`src/rtl/ex_result_stage.sv`:
```
// Execute-to-memory boundary: registers ALU results with control, resolves branches/jumps
// into a one-cycle redirect, and buffers beats in a main + skid pair so backpressure never drops data.
module ex_result_stage #(
    parameter int XLEN = 32,
    parameter int REGW = 5
) (
    input  logic            clk,
    input  logic            rst_n,
    input  logic            in_valid,
    output logic            in_ready,
    input  logic [XLEN-1:0] ALUResult,
    input  logic            Zero,
    input  logic [XLEN-1:0] PC,
    input  logic [XLEN-1:0] ImmExt,
    input  logic [XLEN-1:0] WriteData,
    input  logic [REGW-1:0] Rd,
    input  logic            RegWrite,
    input  logic            MemWrite,
    input  logic [1:0]      ResultSrc,
    input  logic            Branch,
    input  logic            Jump,
    input  logic            JumpReg,
    input  logic [2:0]      Funct3,
    input  logic            flush,
    output logic            out_valid,
    input  logic            out_ready,
    output logic [XLEN-1:0] out_ALUResult,
    output logic [XLEN-1:0] out_WriteData,
    output logic [XLEN-1:0] out_PCPlus4,
    output logic [REGW-1:0] out_Rd,
    output logic            out_RegWrite,
    output logic            out_MemWrite,
    output logic [1:0]      out_ResultSrc,
    output logic            PCSrc,
    output logic [XLEN-1:0] PCTarget
);

    localparam int PW = 3*XLEN + REGW + 4;

    logic [PW-1:0]   r_main;
    logic [PW-1:0]   r_skid;
    logic            r_main_valid;
    logic            r_skid_valid;
    logic            r_pcsrc;
    logic [XLEN-1:0] r_pctarget;

    logic [XLEN-1:0] w_pc_plus4;
    logic [XLEN-1:0] w_target;
    logic [PW-1:0]   w_in_payload;
    logic            w_taken;
    logic            w_drain;
    logic            w_store;

    assign w_pc_plus4   = PC + XLEN'(4);
    assign w_in_payload = {ALUResult, WriteData, w_pc_plus4, Rd, RegWrite, MemWrite, ResultSrc};

    // JALR clears bit 0 of rs1+imm; everything else targets PC-relative.
    assign w_target = JumpReg ? {ALUResult[XLEN-1:1], 1'b0} : (PC + ImmExt);

    always_comb begin
        w_taken = 1'b0;
        if (Jump || JumpReg) begin
            w_taken = 1'b1;
        end else if (Branch) begin
            case (Funct3)
                3'b000:         w_taken = Zero;
                3'b001:         w_taken = !Zero;
                3'b100, 3'b110: w_taken = ALUResult[0];
                3'b101, 3'b111: w_taken = !ALUResult[0];
                default:        w_taken = 1'b0;
            endcase
        end
    end

    // in_ready depends only on registered state; during a redirect cycle the
    // wrong-path beat is swallowed, so ready is forced high and nothing is stored.
    assign in_ready = !r_skid_valid || r_pcsrc;
    assign w_drain  = r_main_valid && out_ready;
    assign w_store  = in_valid && in_ready && !r_pcsrc && !flush;

    always_ff @(posedge clk or negedge rst_n) begin
        if (!rst_n) begin
            r_main       <= '0;
            r_skid       <= '0;
            r_main_valid <= 1'b0;
            r_skid_valid <= 1'b0;
            r_pcsrc      <= 1'b0;
            r_pctarget   <= '0;
        end else if (flush) begin
            r_main_valid <= 1'b0;
            r_skid_valid <= 1'b0;
            r_pcsrc      <= 1'b0;
        end else begin
            if (!r_main_valid || w_drain) begin
                if (r_skid_valid) begin
                    r_main       <= r_skid;
                    r_main_valid <= 1'b1;
                end else if (w_store) begin
                    r_main       <= w_in_payload;
                    r_main_valid <= 1'b1;
                end else begin
                    r_main_valid <= 1'b0;
                end
            end

            // Skid only fills when main is held; it can never be full and written at once.
            if (r_skid_valid && w_drain) begin
                r_skid_valid <= 1'b0;
            end else if (w_store && r_main_valid && !w_drain) begin
                r_skid       <= w_in_payload;
                r_skid_valid <= 1'b1;
            end

            r_pcsrc <= w_store && w_taken;
            if (w_store && w_taken) begin
                r_pctarget <= w_target;
            end
        end
    end

    assign out_valid = r_main_valid;
    assign {out_ALUResult, out_WriteData, out_PCPlus4, out_Rd,
            out_RegWrite, out_MemWrite, out_ResultSrc} = r_main;
    assign PCSrc    = r_pcsrc;
    assign PCTarget = r_pctarget;

endmodule

```
`config.mk`:
```
export PLATFORM = sky130hd
export DESIGN_NAME = ex_result_stage
export DESIGN_NICKNAME = d
export VERILOG_FILES = /design/src/rtl/ex_result_stage.sv
export SDC_FILE = /design/constraint.sdc
export NUM_CORES = 1
export LEC_CHECK = 0
export CAP_MARGIN = 0
export CORE_MARGIN = 1.5
export CORE_UTILIZATION = 53
export DETAILED_ROUTE_END_ITERATION = 7
export PLACE_DENSITY = 0.84
export SLEW_MARGIN = 20
export SYNTH_ARGS = -nofsm -noshare
export SYNTH_HDL_FRONTEND = slang
export SYNTH_SLANG_ARGS = --single-unit
```
`constraint.sdc`:
```
create_clock -name clk -period 2.9 [get_ports clk]
set_input_delay 0.29 -clock clk [delete_from_list [all_inputs] [get_ports clk]]
set_output_delay 0.29 -clock clk [all_outputs]
set_load 0.01 [all_outputs]
```
==> results.cfg, run 1 <==
[finish]
area_growth_pct = 37.87
drive_gt1_frac = 0.1465
utilization = 0.7488
fin_nets = 1751
fillers = 1591
multi_input_area_mm2 = 0.005906
seq_area_mm2 = 0.006135

[synth]
synth-seq-cells = 245
synth_common_cells = dfrtp_1, nand2_1, o21ai_0, mux2i_1, mux2_2
synth_ff_type = dfrtp_1
synthCells = 1230
syn_area_per_cell_um2 = 10.03
synth_top_area_share = 0.4971
synth.most_common_cell = dfrtp_1
yosys.area.top_type = dfrtp_1
syn_area_mm2 = 0.01233
postSynthNetCount = 1412
yosys_warnings = 0
synth.top_cells.by_area = dfrtp_1, mux2_2, mux2i_1
async_flop_share = 1.000
synth-edff-count = 0
ys_seq_area_frac = 0.4971
ys_types = 61

[sta]
worst_slack_ps = 178.0
finalSetupViolations = 0
period_minus_slack_ps = 2722
max_freq_ghz = 0.3674
clock_skew_ps = 9.875
fin_crit_sh = 0.9386
rsz0062_at_grt = false
slew_headroom = 0.5231
hold_violations = 0
worstMarginPinSlew_ps = 715.3
timing.final.max_slew_violations = 0

[die]
core-area_mm2 = 0.02271
die_h_um = 155.5
num_rows = 55
die-area_mm2 = 0.02419
die_w_um = 155.5
initial_core_util = 0.5431
io_pins = 289

[outcome]
outcome = completed

[power_and_ir_drop]
switching_share = 0.2897
p_int_w = 0.007862
p_sw_w = 0.003207
power.leakage_nw = 7.411
p_seq_frac = 0.426
clkPwrFrac = 0.305
ir_drop_mv = 0.4886
p_comb_frac = 0.269
powerDensity_mw_per_mm2 = 651.0

[setup_path]
crit_fanout = 3
worstSetupPathType = input port to flop
critPathTopFamily = compound AO/OA/AOI/OAI gates
worst-path-buf-inv = 2
r2r-end = PCTarget[10]
endpoint = PCTarget[30]
slowest_stage = clkdlybuf4s50_1
slowest_delay_ps = 460
r2r.worst_path.cells = 6
worstSetupStartpoint = PC[0]
timing.rr.start = r_skid_valid
regToRegSetupSlack_ps = 690
worstPathArrival_ps = 3140
cp_num_cells = 13
cp-end-kind = flop
cp-start-kind = input port
path_common_cell = o21ai_1
cp_cell_sequence = clkdlybuf4s50_1 -> ha_1 -> fa_1 -> a211oi_1 -> buf_4 -> o21ai_1 -> and3_4 -> a41oi_2 -> a21oi_2 -> a311oi_2 -> o21ai_1 -> xor2_1 -> o2bb2ai_1
cp.required_ps = 3320

[grt]
grt_pass1_wl_um = 53920
first_global_vias = 10490
antenna_found_initial = 2
grt_max_degree = 90
gr-total-overflow = 0
grt_usage = 0.2818

[clocking]
numCtsBuffers = 27
cts_num_sinks = 245
htree_levels = 1
clkTransAtPathRegs_ps = 60
cts-root-buf = clkbuf_16
cts_buffer_depth = 3
insertion_delay_ps = 530
cts_tree = done

[placement]
dp_slack_ps = -442.0
io_buffers = 288
gp_congestion = 0.9062
dp_hpwl_um = 24960

[route]
dr.pass1.iters = 5
vias_per_cell = 5.540
drc = 0
dr.first_iter.drc_count = 603
wl_um = 34490
ant_nets = 0
vias = 10390
wl_per_cell_um = 18.38

[run]
drv_cap = 0

[min_path]
hp-class = input port to flop
[how the worst min path moves through the flow]
| stage | start | end | slack (ps) | cells after the start |
|---|---|---|---|---|
| 2_1_floorplan | rst_n | PCSrc | -6 | 0 |
| 3_3_place_gp | rst_n | r_main[55] | 360 | 1 |
| 3_5_place_dp | rst_n | r_main[55] | 360 | 1 |
| 4_1_cts | out_ready | r_skid_valid | 340 | 2 |
| 5_1_grt | JumpReg | PCTarget[7] | 350 | 4 |
| 6_report | out_ready | r_skid_valid | 350 | 2 |
[registers in the layout, summed over array words and instances (netlist names)]
signal,flops
r_skid,105
r_main,105
PCTarget,32
r_skid_valid,1
out_valid,1
PCSrc,1
[power groups by stage]
stage,Combinational [W],Sequential (W),Clock [W]
global placement,0.00290,0.00470,0
detailed placement,0.00298,0.00475,0
finish,0.00298,0.00472,0.00337
floorplan,0.00118,0.00484,0
CTS,0.00301,0.00471,0.00343
global route,0.00325,0.00480,0.00357
[repair_timing]
action | in CTS | in global routing
setup buffers | 0 | 0
setup endpoints to repair | 0 | 1
endpoints found under the hold margin | 84 | 0
gates resized for setup | 0 | 1
hold buffers | 1 | 0
[metal layers]
metal,GRT usage,vias up,wire length [um]
met4,0.08481,2,926
met3,0.06389,66,2496
met1,0.3422,5007,13790
met5,0,-,16
met2,0.5004,326,17260
li1,-,4992,-
[cell usage in the layout (no fill, tap or decap), types with 8 or more instances in the layout]
cell type	n
a211oi_1	9
a21o_1	14
a21oi_1	77
and3_1	10
buf_12	8
buf_4	83
clkbuf_16	27
clkdlybuf4s50_1	286
dfrtp_1	244
ha_1	32
inv_1	12
mux2_2	82
mux2i_1	89
nand2_1	193
nand3_1	20
nand4_1	10
nor2_1	69
o21a_1	9
o21ai_0	170
xnor2_1	26
xor2_1	25
[per-stage QoR]
step	hold WS, ps	TNS, ps	total power, W	instances	instance area (um2)
floorplan	-5.591	0	0.006023	1230	12330
global placement	357.9	-2378	0.007598	1824	16110
detailed placement	364.7	-2979	0.007729	1824	16110
CTS	337.8	0	0.01114	1875	17000
global route	353.8	0	0.01162	1876	17000
finish	354.6	0	0.01107	1876	17000
[layout make-up]
| cell class | count | share of cell area |
|---|---|---|
| Antenna cell | 1 | 0.0001472 |
| Clock inverter | 12 | 0.006255 |
| Timing Repair Buffer | 380 | 0.2162 |
| Clock buffer | 38 | 0.04570 |
| Tap cell | 285 | 0.02097 |
| Sequential cell | 245 | 0.3608 |
| Multi-Input combinational cell | 903 | 0.3473 |
| Inverter | 12 | 0.002649 |
[logic make-up (layout without fill, tap and decap cells)]
logic type / count (synthesis) / in the layout / share of synthesized area
simple gates: 329 / 329 / 0.1130
xor+xnor: 51 / 51 / 0.03622
buf+inv: 82 / 442 / 0.02526
mux: 171 / 171 / 0.1471
other cells: 0 / 1 / 0
compound gates: 319 / 319 / 0.1472
flops: 245 / 245 / 0.4971
fa+ha+maj: 33 / 33 / 0.03409
[worst reg2reg max path: stages, from the launching register on]
cell,delay [ps]
dfrtp_4,610
nor4b_2,310
buf_4,220
nand2_2,180
inv_1,410
o311ai_0,230
o21a_1,150
Note: power is estimated with default switching activity, not from simulation.
==> run 2: changes to the inputs <==
Settings changed: CAP_MARGIN 0 to not set.
==> results of run 2 <==
No change in the layout: final DEF, timing and power equal those of run 1.
==> run 3: changes to the inputs <==
Settings changed: CORE_UTILIZATION 53 to 55, PLACE_DENSITY 0.84 to 0.87, SKIP_LAST_GASP set to 1.
==> run 3 against run 2 <==
Effect of this change: first-iteration DRC count is 6.3% lower; clock skew up 13 ps; critical path type unchanged; power decreased by 0.40%; critical endpoint unchanged; die area down 3.6%.
==> results.cfg, run 3 (synthesis gave the netlist of run 1 again) <==
[finish]
layout_commonest_cell = clkdlybuf4s50_1
fin_nets = 1744
n_antenna_cell = 0
fin_cells = 1862
drive_gt1_frac = 0.1435
final_cell_mix = clkdlybuf4s50_1, dfrtp_1, nand2_1, o21ai_0, mux2i_1
seq_area_mm2 = 0.006135
fillers = 1479
area_growth_pct = 36.95
multi_input_area_mm2 = 0.005909

[route]
vias = 10500
wl_um = 34150
drc = 0
ant_nets = 0
wl_per_cell_um = 18.34
dr.first_iter.drc_count = 565
vias_per_cell = 5.641
dr.pass1.iters = 6

[die]
die_w_um = 152.7
initial_core_util = 0.5634
num_rows = 54
die-area_mm2 = 0.02333
io_pins = 289
core-area_mm2 = 0.02189
die_h_um = 152.7

[grt]
grt_pass1_wl_um = 54630
antenna_found_initial = 0
grt_usage = 0.2893
gr-total-overflow = 0
grt_max_degree = 131
first_global_vias = 10740

[sta]
rsz0062_at_grt = false
worst_slack_ps = 130.5
finalSetupViolations = 0
fin_crit_sh = 0.9550
whs_ps = 179.3
hold_violations = 0
max_freq_ghz = 0.3611
slew_headroom = 0.4370
clock_skew_ps = 22.42
period_minus_slack_ps = 2770
worstMarginPinSlew_ps = 844.5
timing.final.max_slew_violations = 0

[setup_path]
crit_fanout = 3
cp-end-kind = flop
cp_cell_sequence = clkdlybuf4s50_1 -> ha_1 -> fa_1 -> a211oi_1 -> buf_4 -> o21ai_1 -> and3_4 -> a41oi_2 -> a21oi_2 -> a311oi_2 -> o21ai_1 -> xor2_1 -> o2bb2ai_1
r2r-end = PCTarget[10]
cp_num_cells = 13
worstSetupPathType = input port to flop
r2r.worst_path.cells = 6
worstSetupStartpoint = PC[0]
worst-path-buf-inv = 2
cp.required_ps = 3300
slowest_stage = clkdlybuf4s50_1
regToRegSetupSlack_ps = 910
critPathTopFamily = compound AO/OA/AOI/OAI gates
timing.rr.start = r_skid_valid
path_common_cell = o21ai_1
cp-start-kind = input port
worstPathArrival_ps = 3170
slowest_delay_ps = 460
endpoint = PCTarget[30]

[clocking]
cts-root-buf = clkbuf_16
cts_tree = done
numCtsBuffers = 26
post-cts-setup-buffer-count = 0
htree_levels = 1
cts_num_sinks = 245
cts_buffer_depth = 3
clkTransAtPathRegs_ps = 60
insertion_delay_ps = 540

[power_and_ir_drop]
clkPwrFrac = 0.301
power.leakage_nw = 7.352
ir_drop_mv = 0.5978
powerDensity_mw_per_mm2 = 652.7
p_int_w = 0.007828
switching_share = 0.2899
p_sw_w = 0.003196
p_comb_frac = 0.271
p_seq_frac = 0.428

[outcome]
outcome = completed

[min_path]
hp-class = input port to flop
holdCritStartpoint = JumpReg
hold_depth = 3

[placement]
dp_hpwl_um = 24760
dp_slack_ps = -381.9
gp_congestion = 0.8984
place_inst = 1813
io_buffers = 288

[run]
drv_cap = 0
run 3: per-layer routing:
layer,vias to the layer above,track usage,part of all wire
met4,0,0.1117,0.041
met1,5005,0.3614,0.40
met3,92,0.05546,0.070
met5,-,0,0
li1,4987,-,-
met2,419,0.4972,0.49
run 3: repair_timing:
item                                    4_1_cts  5_1_grt
hold buffers                                  1        0
resized for setup                             0        1
hold endpoints to repair                     91        0
endpoints found under the setup margin        0        2
run 3: worst reg2reg max path, cell delays in order (launching register included):
cell	delay [ps]
dfrtp_4	500
nor4b_2	270
buf_4	220
nand2_2	160
inv_1	380
o311ai_0	220
o21a_1	150
run 3: cell type report:
cell class / count / area share
clock inverter: 10 / 0.005556
timing repair buffer: 374 / 0.2120
inverter: 12 / 0.002667
tap: 280 / 0.02074
sequential: 245 / 0.3632
multi-input combinational: 903 / 0.3499
clock buffer: 38 / 0.04593
run 3: power groups by stage:
| stage | Clock (W) | Sequential, W | Combinational [W] |
|---|---|---|---|
| after floorplan | 0 | 0.00484 | 0.00118 |
| after global placement | 0 | 0.00469 | 0.00287 |
| after detailed placement | 0 | 0.00474 | 0.00297 |
| after CTS | 0.00337 | 0.00470 | 0.00300 |
| after global routing | 0.00351 | 0.00481 | 0.00324 |
| final | 0.00332 | 0.00472 | 0.00298 |
run 3: per-stage QoR:
stage	total power, W	utilization	TNS [ps]	area (um2)
after floorplan	0.006023	-	0	12330
after global placement	0.007565	0.7312	-2431	16010
after detailed placement	0.007714	0.7312	-3555	16010
after CTS	0.01107	0.7714	0	16890
after global routing	0.01156	0.7715	0	16890
final	0.01102	0.7715	0	16890
run 3: worst min path at each step:
| stage | endpoint | slack (ps) |
|---|---|---|
| after detailed placement | r_skid[57] | 360 |
| after global placement | r_main[2] | 360 |
| after CTS | PCTarget[8] | 160 |
| final | PCTarget[8] | 180 |
| after floorplan | PCSrc | -6 |
| after global routing | PCTarget[8] | 210 |
